$ cat src/rtl/cpu_loader_mp.sv
// cpu_loader_mp: multi-slot program loader from the CPU GPIO link into
// GPU instruction memory. Toggle-bit handshake on data words, per-slot
// valid bitmap, completion announcement, abort and sticky overflow error.

package opcode_pkg;
    localparam logic [2:0] X_TYPE  = 3'b111;
    localparam logic [2:0] C_TYPE  = 3'b110;
    localparam logic [1:0] X_START = 2'b00;
    localparam logic [1:0] X_END   = 2'b01;
    localparam logic [1:0] X_ABORT = 2'b11;
endpackage

module cpu_loader_mp
    import opcode_pkg::*;
#(
    parameter int DATA_W     = 32,
    parameter int ADDR_W     = 10,
    parameter int NUM_SLOTS  = 8,
    parameter int SLOT_DEPTH = 128,
    parameter int NB_W       = 18,
    parameter int TOGGLE_BIT = 4,
    parameter int FRAME_SLOT = 0
) (
    input  logic                 clk,
    input  logic                 rst_n,
    input  logic [DATA_W-1:0]    from_cpu,
    input  logic                 scheduler_busy,
    output logic [2:0]           to_cpu,
    output logic [ADDR_W-1:0]    instr_write_addr,
    output logic [DATA_W-1:0]    instr_write_data,
    output logic                 instr_write_en,
    output logic                 program_ready,
    output logic                 reset_frame,
    output logic                 prog_valid,
    output logic [2:0]           prog_slot,
    output logic [ADDR_W-1:0]    prog_start_addr,
    output logic [NB_W-1:0]      prog_num_blocks,
    output logic [ADDR_W-1:0]    prog_len,
    output logic [NUM_SLOTS-1:0] slot_valid
);

    typedef enum logic [1:0] {IDLE, LOAD_ODD, LOAD_EVEN, ERROR} state_t;

    localparam int              SLOT_SH      = $clog2(SLOT_DEPTH);
    localparam logic [ADDR_W:0] DEPTH_L      = (ADDR_W+1)'(SLOT_DEPTH);
    localparam logic [3:0]      NUM_SLOTS_L  = 4'(NUM_SLOTS);
    localparam logic [2:0]      FRAME_SLOT_L = 3'(FRAME_SLOT);

    state_t                 state, state_d;
    logic [2:0]             cur_slot, cur_slot_d;
    logic [ADDR_W:0]        offset, offset_d;     // one extra bit so it can reach SLOT_DEPTH
    logic [NB_W-1:0]        num_blocks, num_blocks_d;

    logic [2:0]             to_cpu_d;
    logic [ADDR_W-1:0]      waddr_d;
    logic [DATA_W-1:0]      wdata_d;
    logic                   we_d, ready_d, frame_d, pvalid_d;
    logic [2:0]             pslot_d;
    logic [ADDR_W-1:0]      pstart_d, plen_d;
    logic [NB_W-1:0]        pnb_d;
    logic [NUM_SLOTS-1:0]   slot_valid_d;

    logic [2:0]             opc, in_slot;
    logic [1:0]             func2;
    logic                   is_x, is_c, is_data, in_load, do_write;
    logic [ADDR_W-1:0]      base_addr;
    logic [ADDR_W:0]        offset_inc;

    // Decode the incoming word and compute next state plus next value of every registered output.
    always_comb begin
        // NOTE: every always_comb target gets a default first so no path can infer a latch.
        state_d      = state;
        cur_slot_d   = cur_slot;
        offset_d     = offset;
        num_blocks_d = num_blocks;
        waddr_d      = instr_write_addr;
        wdata_d      = instr_write_data;
        we_d         = 1'b0;
        ready_d      = 1'b0;
        frame_d      = 1'b0;
        pvalid_d     = 1'b0;
        pslot_d      = prog_slot;
        pstart_d     = prog_start_addr;
        pnb_d        = prog_num_blocks;
        plen_d       = prog_len;
        slot_valid_d = slot_valid;

        opc        = from_cpu[31:29];
        func2      = from_cpu[28:27];
        in_slot    = from_cpu[26:24];
        is_x       = (opc == X_TYPE);
        is_c       = (opc == C_TYPE);
        is_data    = !is_x && !is_c;
        in_load    = (state == LOAD_ODD) || (state == LOAD_EVEN);
        // LOAD_ODD waits for toggle=1, LOAD_EVEN for toggle=0; the C word ignores the toggle.
        do_write   = in_load && (is_c || (is_data && (from_cpu[TOGGLE_BIT] == (state == LOAD_ODD))));
        base_addr  = ADDR_W'(cur_slot) << SLOT_SH;
        offset_inc = offset + (ADDR_W+1)'(1);

        if (is_x && func2 == X_START) begin
            // Start is honoured from every state; a start mid-load discards the partial program.
            if ({1'b0, in_slot} < NUM_SLOTS_L) begin
                state_d      = LOAD_ODD;
                cur_slot_d   = in_slot;
                num_blocks_d = from_cpu[NB_W-1:0];
                offset_d     = '0;
                slot_valid_d = slot_valid & ~(NUM_SLOTS'(1) << in_slot);
                ready_d      = 1'b1;
                frame_d      = (in_slot == FRAME_SLOT_L);
            end else begin
                state_d = ERROR;
            end
        end else if (is_x && func2 == X_ABORT) begin
            state_d = IDLE;
        end else if (do_write) begin
            if (offset == DEPTH_L) begin
                state_d = ERROR;
            end else begin
                we_d     = 1'b1;
                waddr_d  = base_addr + offset[ADDR_W-1:0];
                wdata_d  = from_cpu;
                offset_d = offset_inc;
                if (is_c) begin
                    state_d      = IDLE;
                    slot_valid_d = slot_valid | (NUM_SLOTS'(1) << cur_slot);
                    pvalid_d     = 1'b1;
                    pslot_d      = cur_slot;
                    pstart_d     = base_addr;
                    pnb_d        = num_blocks;
                    plen_d       = offset_inc[ADDR_W-1:0];
                end else begin
                    state_d = (state == LOAD_ODD) ? LOAD_EVEN : LOAD_ODD;
                end
            end
        end

        case (state_d)
            IDLE:      to_cpu_d = {2'b00, scheduler_busy};
            LOAD_ODD:  to_cpu_d = 3'b011;
            LOAD_EVEN: to_cpu_d = 3'b010;
            ERROR:     to_cpu_d = 3'b100;
            default:   to_cpu_d = 3'b000;
        endcase
    end

    // State and registered outputs, cleared by the synchronous reset.
    always_ff @(posedge clk) begin
        // NOTE: sequential state uses non-blocking assignments so all registers update together.
        if (!rst_n) begin
            state            <= IDLE;
            cur_slot         <= '0;
            offset           <= '0;
            num_blocks       <= '0;
            to_cpu           <= '0;
            instr_write_addr <= '0;
            instr_write_data <= '0;
            instr_write_en   <= 1'b0;
            program_ready    <= 1'b0;
            reset_frame      <= 1'b0;
            prog_valid       <= 1'b0;
            prog_slot        <= '0;
            prog_start_addr  <= '0;
            prog_num_blocks  <= '0;
            prog_len         <= '0;
            slot_valid       <= '0;
        end else begin
            state            <= state_d;
            cur_slot         <= cur_slot_d;
            offset           <= offset_d;
            num_blocks       <= num_blocks_d;
            to_cpu           <= to_cpu_d;
            instr_write_addr <= waddr_d;
            instr_write_data <= wdata_d;
            instr_write_en   <= we_d;
            program_ready    <= ready_d;
            reset_frame      <= frame_d;
            prog_valid       <= pvalid_d;
            prog_slot        <= pslot_d;
            prog_start_addr  <= pstart_d;
            prog_num_blocks  <= pnb_d;
            prog_len         <= plen_d;
            slot_valid       <= slot_valid_d;
        end
    end

endmodule

$ cat config.mk
export PLATFORM = sky130hd
export DESIGN_NAME = cpu_loader_mp
export DESIGN_NICKNAME = d
export VERILOG_FILES = /design/src/rtl/cpu_loader_mp.sv
export SDC_FILE = /design/constraint.sdc
export NUM_CORES = 1
export LEC_CHECK = 0
export ABC_AREA = 1
export CORE_MARGIN = 4
export CORE_UTILIZATION = 46
export DETAILED_ROUTE_END_ITERATION = 10
export DONT_BUFFER_PORTS = 1
export SLEW_MARGIN = 5
export SYNTH_ARGS = -nofsm -noshare
export SYNTH_HDL_FRONTEND = slang
export SYNTH_SLANG_ARGS = --single-unit
$ cat constraint.sdc
create_clock -name clk -period 2.1 [get_ports clk]
set_input_delay 0.21 -clock clk [delete_from_list [all_inputs] [get_ports clk]]
set_output_delay 0.21 -clock clk [all_outputs]
set_load 0.02 [all_outputs]
Word level (Yosys, flattened, before mapping):

Index checks and enable logic that the tools add are counted.
Widths: inputs -> output; s select.

* flip-flop bits (word level): 122
* output and inout port bits: 98
* logic and storage cells: 76

* bitwise operators: 8
* mux-type cells: 15
* equality and inequality tests: 12
* add/sub/neg operators: 2
* reduce and logical (&&, ||, !) cells: 22
* shift-type cells: 2

Operators by type and width (number)
* $mux 8: 5
* $shl 1x3->8 const A: 2
* $mux 2: 6
* $pmux 3 s4: 1
* $add 11x1->11 const B: 1
* $eq 11x8->1 const B: 1
* $add 10x10->10: 1
* $and 8x8->8: 1
* $eq 2x2->1 const B: 4
* $not 8->8: 1
* $or 8x8->8: 1
* $reduce_and 4->1: 2
* $eq 3x3->1 const B: 2
* $logic_and 1x1->1: 5
* $not 1->1: 5
* $reduce_and 5->1: 1
* $reduce_or 5->1: 1
* $eq 2x1->1 const B: 2
* $logic_not 2->1: 2
* $ne 2x2->1 const B: 2
* $reduce_bool 2->1: 2
* $reduce_or 4->1: 1
* $logic_not 3->1: 1
* $mux 1: 3
* other kinds (6): 8

Logic depth before layout (Yosys ltp):

Gate-level depths: netlist of the first run.

* depth after elaboration: 11
* mapped depth: 15
* gate-level depth less buffers: 15

Worst setup path before layout of the first run:

Ideal clock, no wire load.

* path kind: flip-flop to flip-flop
* start point: register state[1]
* end point: register to_cpu[1]
* data arrival time: 1634 ps
* stages on the path, launching flop included: 14
* path slack: 358 ps
* buffers on the path: 0
* required time: 1991 ps
* path through: dfxtp_1 inv_1 ha_1 inv_1 nand2_1 inv_1 nand2_1 a21oi_4 nand2_1 nand2_1 inv_1 ha_1 nand2_1 inv_1

* longest elaborated chain between the ends: 10

RTL lines
* start, declared: RTL line 49 `state_t state, state_d;`
* start signal, assigned: RTL line 167 `state <= state_d;`
* $eq 2x1->1: RTL line 94, 96, 132
* $eq 1x1->1: RTL line 96 `do_write = in_load && (is_c || (is_data && (from_cpu[TOGGLE_BIT] == (state == LOAD_ODD))));`
* $logic_and 1x1->1: RTL line 96
* $logic_or 1x1->1: RTL line 96
* $logic_and 1x1->1: RTL line 96
* $mux 2 (*): RTL line 115 `end else if (do_write) begin`
* $mux 2 (*): RTL line 113 `end else if (is_x && func2 == X_ABORT) begin`
* $mux 2 (*): RTL line 100 `if (is_x && func2 == X_START) begin`
* named net state_d[1]: RTL line 49
* $eq 2x2->1, or another cell as far along: RTL line 137 `case (state_d)`
* $pmux 3 s4 (*): RTL line 137
* named net to_cpu_d[1]: RTL line 54 `logic [2:0] to_cpu_d;`
* end signal, assigned: RTL line 171 `to_cpu <= to_cpu_d;`
* end, declared: RTL line 28 `output logic [2:0] to_cpu,`

The timed path passes the listed nets; every way through them passes the cells marked *.
A chain may end at the register's enable or synchronous reset.

Worst setup path in the final report of the first run:

* start point: register state[1]
* end point: register instr_write_data[19]

* longest elaborated chain between the ends: 6

RTL lines
* $eq 2x1->1: RTL line 94, 96
* $eq 1x1->1: RTL line 96
* $logic_and 1x1->1: RTL line 96
* $logic_or 1x1->1: RTL line 96
* $logic_and 1x1->1 (*): RTL line 96
* $reduce_and 4->1 (no line) (*)
* end signal, assigned: RTL line 173 `instr_write_data <= wdata_d;`
* end, declared: RTL line 30 `output logic [DATA_W-1:0] instr_write_data,`

Mark *: on every way between the ends. The rest lies on a longest branch, timed or not.

==> flow_summary.yaml, run 1 <==
status:
  status: "finished, final reports clean"
flow_run:
  maxCapViolCount: 0
die:
  die_area_sq_um: 12400
  core_area_sq_um: 10400
  row_count: 37
  fp.dieH_microns: 111
  ios: 133
  start_util_pct: 47.3
  die_w_microns: 111
drt:
  wire_per_inst_microns: 15.4
  viasPerCell: 5.04
  drt_iter0_markers: 251
  dr.pass1.iters: 5
  wl_microns: 12500
  drc: 0
  vias: 4079
  antenna_left: 0
timing:
  skew_ps: 18.1
  slew_headroom_pct: 63.1
  worst_pin_slew_ps: 553
  fin_crit_ps: 1830
  rsz0062_at_grt: "false"
  final.setup.tns_ps: 0
  drv_slew: 0
  min_period_over_period_pct: 87.0
  setup_viol: 0
  fmax_ghz: 0.547
  finalHoldViolations: 0
finish:
  finalNetCount: 705
  drive_above_1_share_pct: 6.97
  syn2layout_area_growth_pct: 19.7
  mostFrequentLayoutCells: "174 x nor2_1, 122 x dfxtp_1, 92 x nand2_1"
  instances_no_fill: 810
  n_fill_cell: 959
  antenna_cells: 0
  final_util_pct: 56.6
  final_common_cell: "nor2_1"
critical_path:
  crit_path_frequent_cell: "inv_1"
  end_kind: "flip-flop"
  required_ps: 2500
  cp_slowest_stage_delay_ps: 320
  critPathKind: "flip-flop to flip-flop"
  arrival_ps: 2230
  path_max_fanout: 53
  start_kind: "flip-flop"
  crit_chain: "inv_1 -> ha_1 -> inv_1 -> nand2_1 -> inv_1 -> nand2_2 -> inv_1 -> nand2_4 -> o21ai_0 -> nor2_1"
  slowest_stage: "nand2_4"
global_routing:
  grt_pass1_vias: 4025
  antenna_found_initial: 0
  grt_first_pass_wirelength_microns: 20700
  grt_use_total_pct: 20.6
  grt_max_degree: 80
  grt_overflow: 0
synth:
  synth.yosys.warnings: 0
  yosys.area_share.simple_pct: 23.7
  netlist.area_leader.share_pct: 49.8
  yosysTopAreaCell: "dfxtp_1"
  synth-adder-area-share_pct: 2.19
  avgSynthCellArea_sq_um: 7.69
  syn_inst: 638
  synth-edff-count: 0
  synth-seq-cells: 122
  synth_area_sq_um: 4900
  synthFlopType: "dfxtp_1"
  synth_area_leaders: "dfxtp_1 50%, nor2_1 13%, o21ai_0 8.1%"
  synth_top_family_by_area: "simple AND/OR/NAND/NOR gates"
  synth.area.mux_share_pct: 0
  synth_compound_area_share_pct: 15.5
  seq_area_frac_synth_pct: 49.8
  synth.distinct_cells: 32
  synthXorXnorAreaFrac_pct: 0.893
  synthArstFlopShare_pct: 0
min_path:
  hold_class: "primary input to flip-flop"
power_and_ir_drop:
  p_leak_nw: 2.35
  pwr_density_cell_nw_per_um2: 1260
  total_power_w: 0.00740
  peakVddDrop_mv: 0.599
placed_design:
  io_buffers: 0
  dp_hpwl_microns: 7890
  place_inst: 745
  gp_congestion: 0.798
clock_network:
  root_buffer: "clkbuf_8"
  cts.path.max_buffers: 2
  cts_num_sinks: 122
  htree_levels: 4
  clkTransAtPathRegs_ps: 60
  postCtsSetupRepairBufs: 0
  cts_tree: "yes"
  insertion_delay_ps: 530
  cts_buffers: 17
-- report_power, final --
group	switching (W)	total, W	internal [W]	leakage, nW
Clock	0.000982	0.00296	0.00198	0.292
Combinational	0.000745	0.00117	0.000425	1.07
Sequential	0.000615	0.00328	0.00266	0.988
Total	0.00234	0.00740	0.00506	2.35
-- state kept, by name (all words and copies together) (netlist names) --
name              cells
num_blocks           18
cur_slot              3
slot_valid            8
program_ready         1
reset_frame           1
prog_num_blocks      18
prog_len             10
prog_valid            1
prog_slot             3
state                 2
instr_write_data     32
instr_write_en        1
to_cpu                3
offset               11
instr_write_addr     10
-- cell usage after synthesis (6+ instances only) --
cell,count
inv_1,36
a22o_1,17
clkbuf_1,7
buf_4,13
o21ai_0,79
dfxtp_1,122
ha_1,7
nand3_1,10
o21ai_1,6
a21oi_1,22
nand2_1,93
nor2_1,174
buf_2,20
-- final timing paths --
check / to / cells past startpoint / slack (ps) / from
worst max register to register: instr_write_data[19]$_SDFFE_PN0P_ / 10 / 270 / state[1]$_SDFF_PN0_
worst min register to register: num_blocks[4]$_SDFFE_PN0P_ / 2 / 460 / num_blocks[4]$_SDFFE_PN0P_
worst max-delay path: instr_write_data[19]$_SDFFE_PN0P_ / 10 / 270 / state[1]$_SDFF_PN0_
worst min-delay path: slot_valid[7]$_SDFFE_PN0P_ / 5 / 20 / from_cpu[25]
-- worst max-delay path, delay by kind of cell, from the launching register on --
kind            cells  cell delay [ps]
simple gates        4              510
compound gates      1              310
buf+inv             4              290
fa+ha+maj           1              280
flops               1              300
-- layer usage --
layer	GRT usage, %	wire length [microns]
met3	7.37	977
met2	32.8	5710
met5	0	0
met4	8.27	200
met1	25.2	5600
-- logic make-up (layout without fill, tap and decap cells) --
family / after synthesis / count (layout)
DFF: 122 / 122
AOI/OAI and AO/OA: 134 / 134
other: 1 / 7
and+or+nand+nor: 288 / 288
adders and majority gates: 8 / 8
buffers and inverters: 80 / 110
xor gates and xnor gates: 5 / 5
-- per-stage QoR --
step                worst slack (ps)  instance area, sq um  hold slack [ps]
floorplan                        358                  4930              338
global placement                 239                  4910              316
detailed placement               181                  4910              316
CTS                              165                  5860             10.8
global route                    8.56                  5870             60.3
finish                           273                  5870             19.4
-- what timing repair did --
item | CTS | global route
resized for setup | 0 | 4
endpoints found under the setup margin | 0 | 24
hold endpoints to repair | 103 | 0
hold buffers | 34 | 0
-- cell type report --
cell class,count,area [sq um],area share [%]
inverters,39,149,2.54
clock buffers,23,457,7.78
multi-input cells,442,2100,35.9
repair buffers,40,403,6.87
flip-flops and latches,122,2440,41.6
clock inverters,8,143,2.43
well taps,136,170,2.90
(Power assumes the default switching activity.)
==> run 2, diff against run 1 <==
--- a/config.mk
+++ b/config.mk
@@ -10,6 +10,7 @@
 export CORE_UTILIZATION = 46
 export DETAILED_ROUTE_END_ITERATION = 10
 export DONT_BUFFER_PORTS = 1
+export HOLD_SLACK_MARGIN = 0.06
 export SLEW_MARGIN = 5
 export SYNTH_ARGS = -nofsm -noshare
 export SYNTH_HDL_FRONTEND = slang
==> constraint.sdc (replaced) <==
create_clock -name clk -period 2.1 [get_ports clk]
set_input_delay 0.315 -clock clk [delete_from_list [all_inputs] [get_ports clk]]
set_output_delay 0.315 -clock clk [all_outputs]
set_load 0.02 [all_outputs]
==> run 2 against run 1 <==
Effect of this change:
- worst setup slack lost 58 ps
- hold slack better by 97 ps
- cell area down 0.32%
- combinational power hardly changed
- clock power fell by 6%
- total power down 2.4%
- non-clock buffer count is 1 higher
- critical path type unchanged
- critical endpoint is now to_cpu[0]$_SDFF_PN0_
- highest routed layer unchanged
==> flow_summary.yaml, run 2 (synthesis gave the netlist of run 1 again) <==
finish:
  drive_above_1_share_pct: 7.84
  final_common_cell: "nor2_1"
  largest_reg_flops: 32
  syn2layout_area_growth_pct: 19.3
  top_register: "instr_write_data"
  finalNetCount: 706
  reg_top3: "instr_write_data: 32 flops, num_blocks: 18 flops, prog_num_blocks: 18 flops"
  mostFrequentLayoutCells: "174 x nor2_1, 122 x dfxtp_1, 92 x nand2_1"
  n_fill_cell: 980
  antenna_cells: 0
drt:
  vias: 4125
  antenna_left: 0
  wl_microns: 12300
  drt_iter0_markers: 224
  drc: 0
  viasPerCell: 5.08
  dr.pass1.iters: 4
  wire_per_inst_microns: 15.2
critical_path:
  required_ps: 2490
  rrSetupSlack_ps: 220
  path_max_fanout: 5
  crit_path_frequent_cell: "nand2_1"
  cp_slowest_stage_delay_ps: 340
  end_kind: "flip-flop"
  arrival_ps: 2280
  crit_chain: "inv_1 -> ha_1 -> nand2_1 -> nor3_4 -> nand2_4 -> nand3_1 -> nand2_1 -> nand2_1 -> inv_1 -> ha_1 -> o21ai_0 -> a21oi_1"
  critPathKind: "flip-flop to flip-flop"
  slowest_stage: "dfxtp_1"
  start_kind: "flip-flop"
die:
  start_util_pct: 47.3
  fp.dieH_microns: 111
  die_area_sq_um: 12400
  row_count: 37
  core_area_sq_um: 10400
  die_w_microns: 111
  ios: 133
timing:
  drv_slew: 0
  finalHoldViolations: 0
  slew_headroom_pct: 63.0
  setup_viol: 0
  fmax_ghz: 0.531
  rsz0062_at_grt: "false"
  min_period_over_period_pct: 89.7
  fin_crit_ps: 1880
  whs_ps: 116
  skew_ps: 9.25
  worst_pin_slew_ps: 555
  final.setup.tns_ps: 0
clock_network:
  postCtsSetupRepairBufs: 0
  cts_tree: "yes"
  cts.path.max_buffers: 2
  insertion_delay_ps: 510
  htree_levels: 4
  root_buffer: "clkbuf_8"
  clkTransAtPathRegs_ps: 60
  cts_buffers: 17
  cts_num_sinks: 122
power_and_ir_drop:
  peakVddDrop_mv: 0.674
  switching_share_pct: 33.5
  p_int_w: 0.00480
  power.switching_w: 0.00242
  pwr_density_cell_nw_per_um2: 1230
  p_leak_nw: 2.35
  pwr-share-seq_pct: 45.3
  pwr-share-comb_pct: 16.2
  clkPwrFrac_pct: 38.5
min_path:
  hold_class: "primary input to flip-flop"
status:
  status: "finished, final reports clean"
global_routing:
  grt_use_total_pct: 19.9
  grt_pass1_vias: 4000
  grt_overflow: 0
  grt_max_degree: 80
  grt_first_pass_wirelength_microns: 20100
  antenna_found_initial: 0
placed_design:
  gp_congestion: 0.802
  io_buffers: 0
  dp_hpwl_microns: 7970
flow_run:
  maxCapViolCount: 0
run 2: changes by cell type in the layout (fill, tap and decap cells not counted):
| cell | delta |
|---|---|
| buf_4 | +1 |
| bufinv_16 | -2 |
| clkbuf_1 | -4 |
| clkbuf_8 | -1 |
| clkinv_2 | +1 |
| clkinv_4 | +4 |
| clkinvlp_4 | +1 |
| inv_2 | +1 |
| inv_4 | -1 |
| inv_6 | +2 |
| o21ai_0 | +1 |
| o21ai_1 | -1 |
run 2: routing by layer:
layer / share of wire, % / global-route usage (%) / up-vias
li1: - / - / 2086
met1: 44 / 23.2 / 1882
met2: 47 / 33.6 / 144
met3: 8.4 / 7.81 / 13
met4: 1.0 / 6.49 / 0
met5: 0 / 0 / -
run 2: critical path, delay by kind of cell, from the launching register on:
kind / cells / cell delay (ps)
fa+ha+maj: 2 / 340
buf+inv: 2 / 170
compound gates: 2 / 190
simple gates: 6 / 730
flops: 1 / 340
run 2: power groups by stage:
stage / registers [W] / logic, W / clock network [W]
6_report: 0.00328 / 0.00117 / 0.00278
5_1_grt: 0.00332 / 0.00135 / 0.00296
4_1_cts: 0.00328 / 0.00117 / 0.00285
3_5_place_dp: 0.00333 / 0.00109 / 0
3_3_place_gp: 0.00332 / 0.00105 / 0
2_1_floorplan: 0.00324 / 0.000941 / 0
run 2: repair_timing:
action	4_1_cts	5_1_grt
hold endpoints to repair	103	0
setup endpoints to repair	0	8
resized for setup	0	1
hold buffers	34	0
run 2: final cells by class:
cell class	count	area [sq um]	area share (%)
flip-flops and latches	122	2440	41.8
repair buffers	41	410	7.02
multi-input cells	442	2100	36.0
clock buffers	18	428	7.32
well taps	136	170	2.91
inverters	39	146	2.50
clock inverters	14	148	2.52
run 2: through the flow:
| stage | worst slack (ps) | util [%] | instance area [sq um] | std cells | total power, W |
|---|---|---|---|---|---|
| 6_report | 215 | 56.4 | 5850 | 812 | 0.00722 |
| 2_1_floorplan | 358 | - | 4930 | 644 | 0.00418 |
| 3_3_place_gp | 235 | 47.4 | 4910 | 746 | 0.00437 |
| 5_1_grt | 23.8 | 56.4 | 5850 | 812 | 0.00764 |
| 4_1_cts | 197 | 56.4 | 5850 | 812 | 0.00730 |
| 3_5_place_dp | 207 | 47.4 | 4910 | 746 | 0.00442 |
run 2: path summary, 6_finish.rpt:
kind,start,to,cells after the start
worst max register to register,offset[0]$_SDFFE_PP0P_,to_cpu[0]$_SDFF_PN0_,12
worst min register to register,num_blocks[4]$_SDFFE_PN0P_,num_blocks[4]$_SDFFE_PN0P_,2
worst min-delay path,from_cpu[28],state[0]$_SDFF_PN0_,3
worst max-delay path,offset[0]$_SDFFE_PP0P_,to_cpu[0]$_SDFF_PN0_,12
